## config.mk

```make
export PLATFORM = sky130hd
export DESIGN_NAME = barrel_shifter_pipelined
export DESIGN_NICKNAME = d
export VERILOG_FILES = /design/src/rtl/barrel_shifter_pkg.sv /design/src/rtl/barrel_shifter_stage.sv /design/src/rtl/barrel_shifter_pipelined.sv
export SDC_FILE = /design/constraint.sdc
export NUM_CORES = 1
export LEC_CHECK = 0
export ABC_AREA = 0
export BUFFER_PORTS_ARGS = -buffer_cell sky130_fd_sc_hd__buf_2
export CAP_MARGIN = 20
export CORE_MARGIN = 3
export CORE_UTILIZATION = 58
export DETAILED_ROUTE_END_ITERATION = 10
export PLACE_DENSITY_LB_ADDON = 0.08
export RECOVER_POWER = 50
export SLEW_MARGIN = 10
export SYNTH_ARGS = -nofsm -noshare
export SYNTH_HDL_FRONTEND = slang
export SYNTH_HIERARCHICAL = 1
export SYNTH_SLANG_ARGS = --single-unit
```

## constraint.sdc

```tcl
create_clock -name Clock_In -period 1.75 [get_ports Clock_In]
set_input_delay 0.2625 -clock Clock_In [delete_from_list [all_inputs] [get_ports Clock_In]]
set_output_delay 0.2625 -clock Clock_In [all_outputs]
set_load 0.05 [all_outputs]
```

## src/rtl/barrel_shifter_pkg.sv

```systemverilog
// Shared definitions for the pipelined barrel shifter: mode encodings seen on Shifter_Mode_In.
package barrel_shifter_pkg;

  localparam int MODE_WIDTH = 3;

  localparam logic [MODE_WIDTH-1:0] LOGICAL_SHIFT_LEFT          = 3'd0;
  localparam logic [MODE_WIDTH-1:0] LOGICAL_SHIFT_RIGHT         = 3'd1;
  localparam logic [MODE_WIDTH-1:0] ARITHMETIC_SHIFT_LEFT       = 3'd2;
  localparam logic [MODE_WIDTH-1:0] ARITHMETIC_SHIFT_RIGHT      = 3'd3;
  localparam logic [MODE_WIDTH-1:0] ROTATE_LEFT                 = 3'd4;
  localparam logic [MODE_WIDTH-1:0] ROTATE_RIGHT                = 3'd5;
  localparam logic [MODE_WIDTH-1:0] ROTATE_LEFT_THROUGH_CARRY   = 3'd6;
  localparam logic [MODE_WIDTH-1:0] ROTATE_RIGHT_THROUGH_CARRY  = 3'd7;

endpackage

```

## src/rtl/barrel_shifter_stage.sv

```systemverilog
// One pipeline stage of the barrel shifter: conditionally shifts by STAGE_SHIFT when the
// matching shift-amount bit is set, then registers the result together with its context.
module barrel_shifter_stage
  import barrel_shifter_pkg::*;
#(
  parameter int DATA_WIDTH  = 8,
  parameter int STAGE_SHIFT = 1,
  parameter int SHIFT_WIDTH = $clog2(DATA_WIDTH)
) (
  input  logic                   clk_i,
  input  logic                   rst_i,
  input  logic                   en_i,
  input  logic                   valid_i,
  input  logic [MODE_WIDTH-1:0]  mode_i,
  input  logic [SHIFT_WIDTH-1:0] amount_i,
  input  logic                   sign_i,
  input  logic                   carry_i,
  input  logic                   overflow_i,
  input  logic [DATA_WIDTH-1:0]  data_i,
  output logic                   valid_o,
  output logic [MODE_WIDTH-1:0]  mode_o,
  output logic [SHIFT_WIDTH-1:0] amount_o,
  output logic                   sign_o,
  output logic                   carry_o,
  output logic                   overflow_o,
  output logic [DATA_WIDTH-1:0]  data_o
);

  localparam int AMOUNT_BIT = $clog2(STAGE_SHIFT);

  logic                   valid_q;
  logic [MODE_WIDTH-1:0]  mode_q;
  logic [SHIFT_WIDTH-1:0] amount_q;
  logic                   sign_q;
  logic                   carry_d, carry_q;
  logic                   overflow_d, overflow_q;
  logic [DATA_WIDTH-1:0]  data_d, data_q;
  logic [DATA_WIDTH:0]    ext_word;
  logic [DATA_WIDTH:0]    ext_rot;
  logic                   asl_step_ovf;

  // Bits that pass through the MSB in an arithmetic left shift must all equal the original sign.
  always_comb begin
    ext_word     = {carry_i, data_i};
    ext_rot      = ext_word;
    data_d       = data_i;
    carry_d      = carry_i;
    overflow_d   = overflow_i;
    asl_step_ovf = |(data_i[DATA_WIDTH-1 -: STAGE_SHIFT+1] ^ {(STAGE_SHIFT+1){sign_i}});
    if (amount_i[AMOUNT_BIT]) begin
      case (mode_i)
        LOGICAL_SHIFT_LEFT: begin
          data_d  = data_i << STAGE_SHIFT;
          carry_d = data_i[DATA_WIDTH-STAGE_SHIFT];
        end
        ARITHMETIC_SHIFT_LEFT: begin
          data_d     = data_i << STAGE_SHIFT;
          carry_d    = data_i[DATA_WIDTH-STAGE_SHIFT];
          overflow_d = overflow_i | asl_step_ovf;
        end
        LOGICAL_SHIFT_RIGHT: begin
          data_d  = data_i >> STAGE_SHIFT;
          carry_d = data_i[STAGE_SHIFT-1];
        end
        ARITHMETIC_SHIFT_RIGHT: begin
          data_d  = $signed(data_i) >>> STAGE_SHIFT;
          carry_d = data_i[STAGE_SHIFT-1];
        end
        ROTATE_LEFT: begin
          data_d  = {data_i[DATA_WIDTH-STAGE_SHIFT-1:0], data_i[DATA_WIDTH-1 -: STAGE_SHIFT]};
          carry_d = data_i[DATA_WIDTH-STAGE_SHIFT];
        end
        ROTATE_RIGHT: begin
          data_d  = {data_i[STAGE_SHIFT-1:0], data_i[DATA_WIDTH-1:STAGE_SHIFT]};
          carry_d = data_i[STAGE_SHIFT-1];
        end
        ROTATE_LEFT_THROUGH_CARRY: begin
          ext_rot = {ext_word[DATA_WIDTH-STAGE_SHIFT:0], ext_word[DATA_WIDTH -: STAGE_SHIFT]};
          data_d  = ext_rot[DATA_WIDTH-1:0];
          carry_d = ext_rot[DATA_WIDTH];
        end
        ROTATE_RIGHT_THROUGH_CARRY: begin
          ext_rot = {ext_word[STAGE_SHIFT-1:0], ext_word[DATA_WIDTH:STAGE_SHIFT]};
          data_d  = ext_rot[DATA_WIDTH-1:0];
          carry_d = ext_rot[DATA_WIDTH];
        end
        default: begin
          data_d  = data_i;
          carry_d = carry_i;
        end
      endcase
    end else begin
      data_d     = data_i;
      carry_d    = carry_i;
      overflow_d = overflow_i;
    end
  end

  // Stage register; holds everything while the pipe is stalled.
  always_ff @(posedge clk_i) begin
    if (rst_i) begin
      valid_q    <= 1'b0;
      mode_q     <= {MODE_WIDTH{1'b0}};
      amount_q   <= {SHIFT_WIDTH{1'b0}};
      sign_q     <= 1'b0;
      carry_q    <= 1'b0;
      overflow_q <= 1'b0;
      data_q     <= {DATA_WIDTH{1'b0}};
    end else if (en_i) begin
      valid_q    <= valid_i;
      mode_q     <= mode_i;
      amount_q   <= amount_i;
      sign_q     <= sign_i;
      carry_q    <= carry_d;
      overflow_q <= overflow_d;
      data_q     <= data_d;
    end
  end

  assign valid_o    = valid_q;
  assign mode_o     = mode_q;
  assign amount_o   = amount_q;
  assign sign_o     = sign_q;
  assign carry_o    = carry_q;
  assign overflow_o = overflow_q;
  assign data_o     = data_q;

endmodule

```

## src/rtl/barrel_shifter_pipelined.sv

```systemverilog
// Pipelined barrel shifter/rotator: one registered stage per shift-amount bit, whole-pipe
// stall on output backpressure, outputs taken straight from the last stage registers.
module barrel_shifter_pipelined
  import barrel_shifter_pkg::*;
#(
  parameter int DATA_WIDTH = 8
) (
  input  logic                           Clock_In,
  input  logic                           Reset_In,
  input  logic                           In_Valid_In,
  output logic                           In_Ready_Out,
  input  logic [2:0]                     Shifter_Mode_In,
  input  logic [$clog2(DATA_WIDTH)-1:0]  Shift_Amount_In,
  input  logic                           Carry_In,
  input  logic [DATA_WIDTH-1:0]          Data_In,
  output logic                           Out_Valid_Out,
  input  logic                           Out_Ready_In,
  output logic [DATA_WIDTH-1:0]          Shifted_Data_Out,
  output logic                           Carry_Out,
  output logic                           Overflow_Out
);

  localparam int SHIFT_WIDTH = $clog2(DATA_WIDTH);

  logic [SHIFT_WIDTH:0]    stage_valid;
  logic [SHIFT_WIDTH:0]    stage_sign;
  logic [SHIFT_WIDTH:0]    stage_carry;
  logic [SHIFT_WIDTH:0]    stage_overflow;
  logic [MODE_WIDTH-1:0]   stage_mode   [SHIFT_WIDTH+1];
  logic [SHIFT_WIDTH-1:0]  stage_amount [SHIFT_WIDTH+1];
  logic [DATA_WIDTH-1:0]   stage_data   [SHIFT_WIDTH+1];
  logic                    advance;
  logic                    unused_tail;

  // Slot 0 is the raw request; the sign is captured once for ASR fill and ASL overflow.
  assign stage_valid[0]    = In_Valid_In;
  assign stage_mode[0]     = Shifter_Mode_In;
  assign stage_amount[0]   = Shift_Amount_In;
  assign stage_sign[0]     = Data_In[DATA_WIDTH-1];
  assign stage_carry[0]    = Carry_In;
  assign stage_overflow[0] = 1'b0;
  assign stage_data[0]     = Data_In;

  assign advance      = ~stage_valid[SHIFT_WIDTH] | Out_Ready_In;
  assign In_Ready_Out = advance;

  for (genvar k = 0; k < SHIFT_WIDTH; k++) begin : g_stage
    barrel_shifter_stage #(
      .DATA_WIDTH  (DATA_WIDTH),
      .STAGE_SHIFT (32'd1 << k),
      .SHIFT_WIDTH (SHIFT_WIDTH)
    ) u_stage (
      .clk_i      (Clock_In),
      .rst_i      (Reset_In),
      .en_i       (advance),
      .valid_i    (stage_valid[k]),
      .mode_i     (stage_mode[k]),
      .amount_i   (stage_amount[k]),
      .sign_i     (stage_sign[k]),
      .carry_i    (stage_carry[k]),
      .overflow_i (stage_overflow[k]),
      .data_i     (stage_data[k]),
      .valid_o    (stage_valid[k+1]),
      .mode_o     (stage_mode[k+1]),
      .amount_o   (stage_amount[k+1]),
      .sign_o     (stage_sign[k+1]),
      .carry_o    (stage_carry[k+1]),
      .overflow_o (stage_overflow[k+1]),
      .data_o     (stage_data[k+1])
    );
  end

  assign Out_Valid_Out    = stage_valid[SHIFT_WIDTH];
  assign Shifted_Data_Out = stage_data[SHIFT_WIDTH];
  assign Carry_Out        = stage_carry[SHIFT_WIDTH];
  assign Overflow_Out     = stage_overflow[SHIFT_WIDTH];

  assign unused_tail = ^{stage_mode[SHIFT_WIDTH], stage_amount[SHIFT_WIDTH], stage_sign[SHIFT_WIDTH]};

endmodule

```

==> summary.md, run 1 <==
| Metric | Value |
|---|---|
| Status | `completed` |
| DRC Markers | `0` |
| DRT Wirelength | `5077 um` |
| Setup Fix Bufs, Post-CTS | `0` |
| Fin nets | `325` |
| Period utilisation layout | `0.8626` |
| F_max | `662.5 MHz` |
| Worst-Skew Late Latency | `290 ps` |
| RSZ-0062 raised after global routing | `false` |
| P&R area growth vs syn | `11.13%` |
| Syn nets | `304` |
| Clk_skew | `3.234 ps` |
| Die area | `0.004851 mm2` |
| CTS sink cnt | `44` |
| Post-Place Worst Slack | `321.1 ps` |
| Clock buffer depth | `2` |
| Setup Total Neg Slack | `0 ps` |
| Drt first-iter violations | `186` |
| Gp weighted congestion | `0.8916` |
| Arrival @ worst endpoint | `1690 ps` |
| Initial antenna violation count | `0` |
| Horiz. Die Dim | `69.65 um` |
| Clock period minus worst slack | `1510 ps` |
| Critical path peak fanout | `12` |
| Worst-path clk slew | `80 ps` |
| PD cells | `892.0 mW/mm2` |
| Setup-failing EPs final | `0` |
| Final ANT Viol Nets | `0` |
| N_diodes | `0` |
| Critical Path Start Type | `flop` |
| Total core area | `0.003771 mm2` |
| Port Buffers | `30` |
| Peak VDD IR | `0.4247 mV` |
| Via density | `5.854` |
| Vias | `2,078` |
| WP data required | `1930 ps` |
| Slew @ Worst Pin | `592.2 ps` |
| Vias in the first global route | `1,813` |
| Mean Syn Cell Area | `8.245 um2` |
| Die height | `69.65 um` |
| Initial core utilization | `0.6231` |
| Mapped Area | `0.002350 mm2` |
| Leak | `1.110 nW` |
| GR Overflow Total | `0` |
| Largest net degree at the start of global routing | `25` |
| Hold buffer count at cts | `0` |
| DRT Pass-1 Iters | `4` |
| CTS tree | `built` |
| Fillers | `319` |
| Num CTS Buffers | `5` |
| HPWL Detailed | `3626 um` |
| Rel. slew slack | `0.6069` |
| Max Cap Viol | `0` |
| Min-delay worst type | `in -> reg` |
| Slew Viols, Final | `0` |
| Final setup margin | `240.5 ps` |
| Syn. warnings | `6` |
| FP Rows | `22` |
| I/O Pins | `31` |
| H-tree lvl count | `2` |
| Global-route wire length before repair | `8618 um` |
| Mapped Cells | `285` |
| Resized cells post-CTS | `0` |
| CTS root buf | `clkbuf_8` |
| Critical path type | `reg -> reg` |
| Wire length per cell | `14.30 um` |
| Layout cells sized above 1 | `0.1173` |
| Final hold vios | `0` |
| Crit end category | `flop` |
| GRT Total Usage | `0.2159` |
flip-flops by register name, summed over array words and instances, names as in the netlist:
signal,count
g_stage.u_stage/carry_o,3
g_stage.u_stage/sign_o,2
g_stage.u_stage/amount_o,3
g_stage.u_stage/data_o,24
g_stage.u_stage/mode_o,6
g_stage.u_stage/valid_o,3
g_stage.u_stage/overflow_o,3
final timing paths:
path	start	to	slack, ps	cells past startpoint
worst max-delay path	g_stage[2].u_stage/valid_o	g_stage[1].u_stage/amount_o[2]	240	5
worst min-delay path	Shift_Amount_In[1]	g_stage[0].u_stage/amount_o[1]	210	3
worst max register to register	g_stage[2].u_stage/valid_o	g_stage[1].u_stage/amount_o[2]	240	5
worst min register to register	g_stage[2].u_stage/data_o[4]	g_stage[2].u_stage/data_o[4]	480	2
layout make-up:
class / count / area [um2] / share of cell area
clock inverter: 1 / 30.03 / 0.01150
clock buffer: 7 / 96.34 / 0.03690
multi-input combinational: 208 / 1308 / 0.5007
sequential: 44 / 880.8 / 0.3373
timing repair buffer: 38 / 202.7 / 0.07762
inverter: 9 / 33.78 / 0.01294
tap: 48 / 60.06 / 0.02300
metal layers:
metal	vias up	routed length (um)	GRT usage	part of all wire
met3	10	189	0.03913	0.037
met4	0	85	0.07021	0.017
met1	947	2431	0.2862	0.48
met5	-	0	0	0
met2	52	2371	0.3549	0.47
li1	1069	-	-	-
cells in the final DEF, fill, tap and decap left out, types with 5 or more instances in the layout:
cell      instances
a21oi_1          10
buf_2            19
buf_4             5
clkbuf_1         12
clkbuf_8          7
dfxtp_1          44
inv_1             8
mux2_1            5
mux2i_1          32
nand2_1          40
nand2b_1          7
nor2_1           33
nor3_1            5
o211ai_1          5
o21ai_1          17
o22ai_1          13
critical path, stage by stage, from the launching register on:
cell and delay [ps]:
dfxtp_1 340, nand2b_1 250, buf_4 260, clkbuf_2 290, mux2i_1 220, nor2_1 50
per-stage QoR:
step / power [mW] / cell area [um2] / hold slack [ps] / std cells / util
after detailed placement: 1.522 / 2509 / 469.0 / 347 / 0.6652
after global placement: 1.516 / 2509 / 462.6 / 347 / 0.6652
after floorplan: 1.422 / 2354 / 409.4 / 285 / -
final: 2.329 / 2611 / 209.3 / 355 / 0.6924
after global routing: 2.438 / 2611 / 258.7 / 355 / 0.6924
after CTS: 2.356 / 2635 / 203.5 / 355 / 0.6987
power by group:
part	switching (mW)	internal, mW
Combinational	0.198	0.144
Clock	0.328	0.504
Sequential	0.0893	1.07
(Power assumes the default switching activity.)
==> inputs of run 2 (changes only) <==
Settings changed: CELL_PAD_IN_SITES_DETAIL_PLACEMENT set to 1, CELL_PAD_IN_SITES_GLOBAL_PLACEMENT set to 2, CORE_UTILIZATION 58 to 35.
==> run 2 against run 1 <==
  * Hold slack got worse by 6.9 ps
  * Critical endpoint is now g_stage[2].u_stage/data_o[2]
  * Maximum frequency decreased by 1.5%
  * Register-to-register slack got worse by 20 ps
  * Critical path type unchanged
  * Final cell count increased by 8.5%
==> summary.md, run 2 (same netlist as run 1, synthesis figures left out) <==
| Metric | Value |
|---|---|
| Status | `completed` |
| Largest net degree at the start of global routing | `28` |
| Drt first-iter violations | `50` |
| CP delay by family, top | `flip-flops` |
| Post-Place Worst Slack | `236.7 ps` |
| Clock period minus worst slack | `1533 ps` |
| Clk_skew | `6.459 ps` |
| Via density | `5.358` |
| Max Cap Viol | `0` |
| Num CTS Buffers | `5` |
| Initial antenna violation count | `0` |
| Most common cell after layout, fill and taps aside | `dfxtp_1` |
| Slowest CP cell | `dfxtp_1` |
| Resized cells post-CTS | `0` |
| DRC Markers | `0` |
| Horiz. Die Dim | `87.94 um` |
| HPWL Detailed | `4502 um` |
| H-tree lvl count | `2` |
| Power Total | `2.355 mW` |
| P&R area growth vs syn | `13.10%` |
| RSZ-0062 raised after global routing | `false` |
| Critical path type | `reg -> reg` |
| Hold buffer count at cts | `0` |
| Min-delay worst type | `in -> reg` |
| Most frequent cells in the layout | `dfxtp_1, nand2_1, nor2_1` |
| Critical Path Start Type | `flop` |
| I/O Pins | `31` |
| Final ANT Viol Nets | `0` |
| Setup Total Neg Slack | `0 ps` |
| F_max | `652.2 MHz` |
| GR Overflow Total | `0` |
| Placed Area | `0.002552 mm2` |
| CP max stage delay | `510 ps` |
| Global-route wire length before repair | `10,140 um` |
| Final hold vios | `0` |
| N_diodes | `0` |
| WP data required | `1920 ps` |
| CTS sink cnt | `44` |
| Die area | `0.007733 mm2` |
| CTS root buf | `clkbuf_8` |
| Setup-failing EPs final | `0` |
| Worst-path clk slew | `80 ps` |
| CTS tree | `built` |
| FP Rows | `29` |
| Slew Viols, Final | `0` |
| PD cells | `886.1 mW/mm2` |
| Peak VDD IR | `0.3947 mV` |
| DRT Wirelength | `5990 um` |
| CP Buf/Inv Count | `0` |
| Cell Chain, Critical Path | `nand2b_4, mux2_1, a222oi_1, nor2_1` |
| Leak | `1.121 nW` |
| GRT Total Usage | `0.1645` |
| DRT Pass-1 Iters | `4` |
| Final core utilization | `0.4138` |
| Vias in the first global route | `1,993` |
| Period utilisation layout | `0.8761` |
| Total core area | `0.006422 mm2` |
| Fin nets | `326` |
| Port Buffers | `30` |
| Layout cells sized above 1 | `0.1201` |
| Max FFs per register | `24` |
| Final instance area | `0.002658 mm2` |
| Crit end category | `flop` |
| Vias | `2,063` |
| Rel. slew slack | `0.6043` |
| Initial core utilization | `0.3659` |
| Arrival @ worst endpoint | `1710 ps` |
| Worst-Skew Late Latency | `290 ps` |
| Critical path peak fanout | `8` |
| Gp weighted congestion | `0.7566` |
| Final setup margin | `216.8 ps` |
| Wire length per cell | `15.56 um` |
| Die height | `87.94 um` |
| Slew @ Worst Pin | `596.2 ps` |
| Clock buffer depth | `2` |
| Setup Fix Bufs, Post-CTS | `0` |
==> run 2: changes by cell type in the layout (fill, tap and decap cells not counted) <==
cell	before	now
clkbuf_2	1	0
buf_4	5	7
==> run 2: where the power goes <==
group	total (mW)	switching, mW	internal, mW
combinational	0.360	0.213	0.146
sequential	1.15	0.0799	1.07
clock	0.849	0.345	0.504
==> run 2: final timing paths <==
| check | startpoint | end | slack [ps] | cells after the start |
|---|---|---|---|---|
| setup / recovery | g_stage[1].u_stage/mode_o[0] | g_stage[2].u_stage/data_o[2] | 220 | 4 |
| hold / removal | In_Valid_In | g_stage[0].u_stage/valid_o | 200 | 3 |
| setup reg to reg | g_stage[1].u_stage/mode_o[0] | g_stage[2].u_stage/data_o[2] | 220 | 4 |
| hold reg to reg | g_stage[2].u_stage/data_o[4] | g_stage[2].u_stage/data_o[4] | 480 | 2 |
==> run 2: tightest hold or removal path, stage by stage <==
cell and delay, ps:
buf_2 80, mux2i_1 50, nor2_1 70
==> run 2: per-layer routing <==
metal | global-route usage | share of wire | vias to the layer above
met5 | 0 | 0 | -
met2 | 0.2767 | 0.50 | 30
li1 | - | - | 1060
met4 | 0.06416 | 0.015 | 0
met1 | 0.2088 | 0.46 | 967
met3 | 0.02822 | 0.026 | 6
==> run 2: area by class of cell <==
type / instances / area (um2)
clock buffer: 7 / 96.34
clock inverter: 1 / 30.03
fill: 811 / 3765
inverter: 9 / 33.78
multi-input combinational: 208 / 1308
sequential: 44 / 880.8
tap: 77 / 96.34
timing repair buffer: 39 / 212.7
==> run 2: stage by stage <==
| step | instances | hold WS (ps) |
|---|---|---|
| 6_report | 385 | 202.3 |
| 5_1_grt | 385 | 208.2 |
| 4_1_cts | 385 | 191.4 |
| 3_5_place_dp | 377 | 472.9 |
| 3_3_place_gp | 377 | 466.6 |
| 2_1_floorplan | 285 | 409.4 |
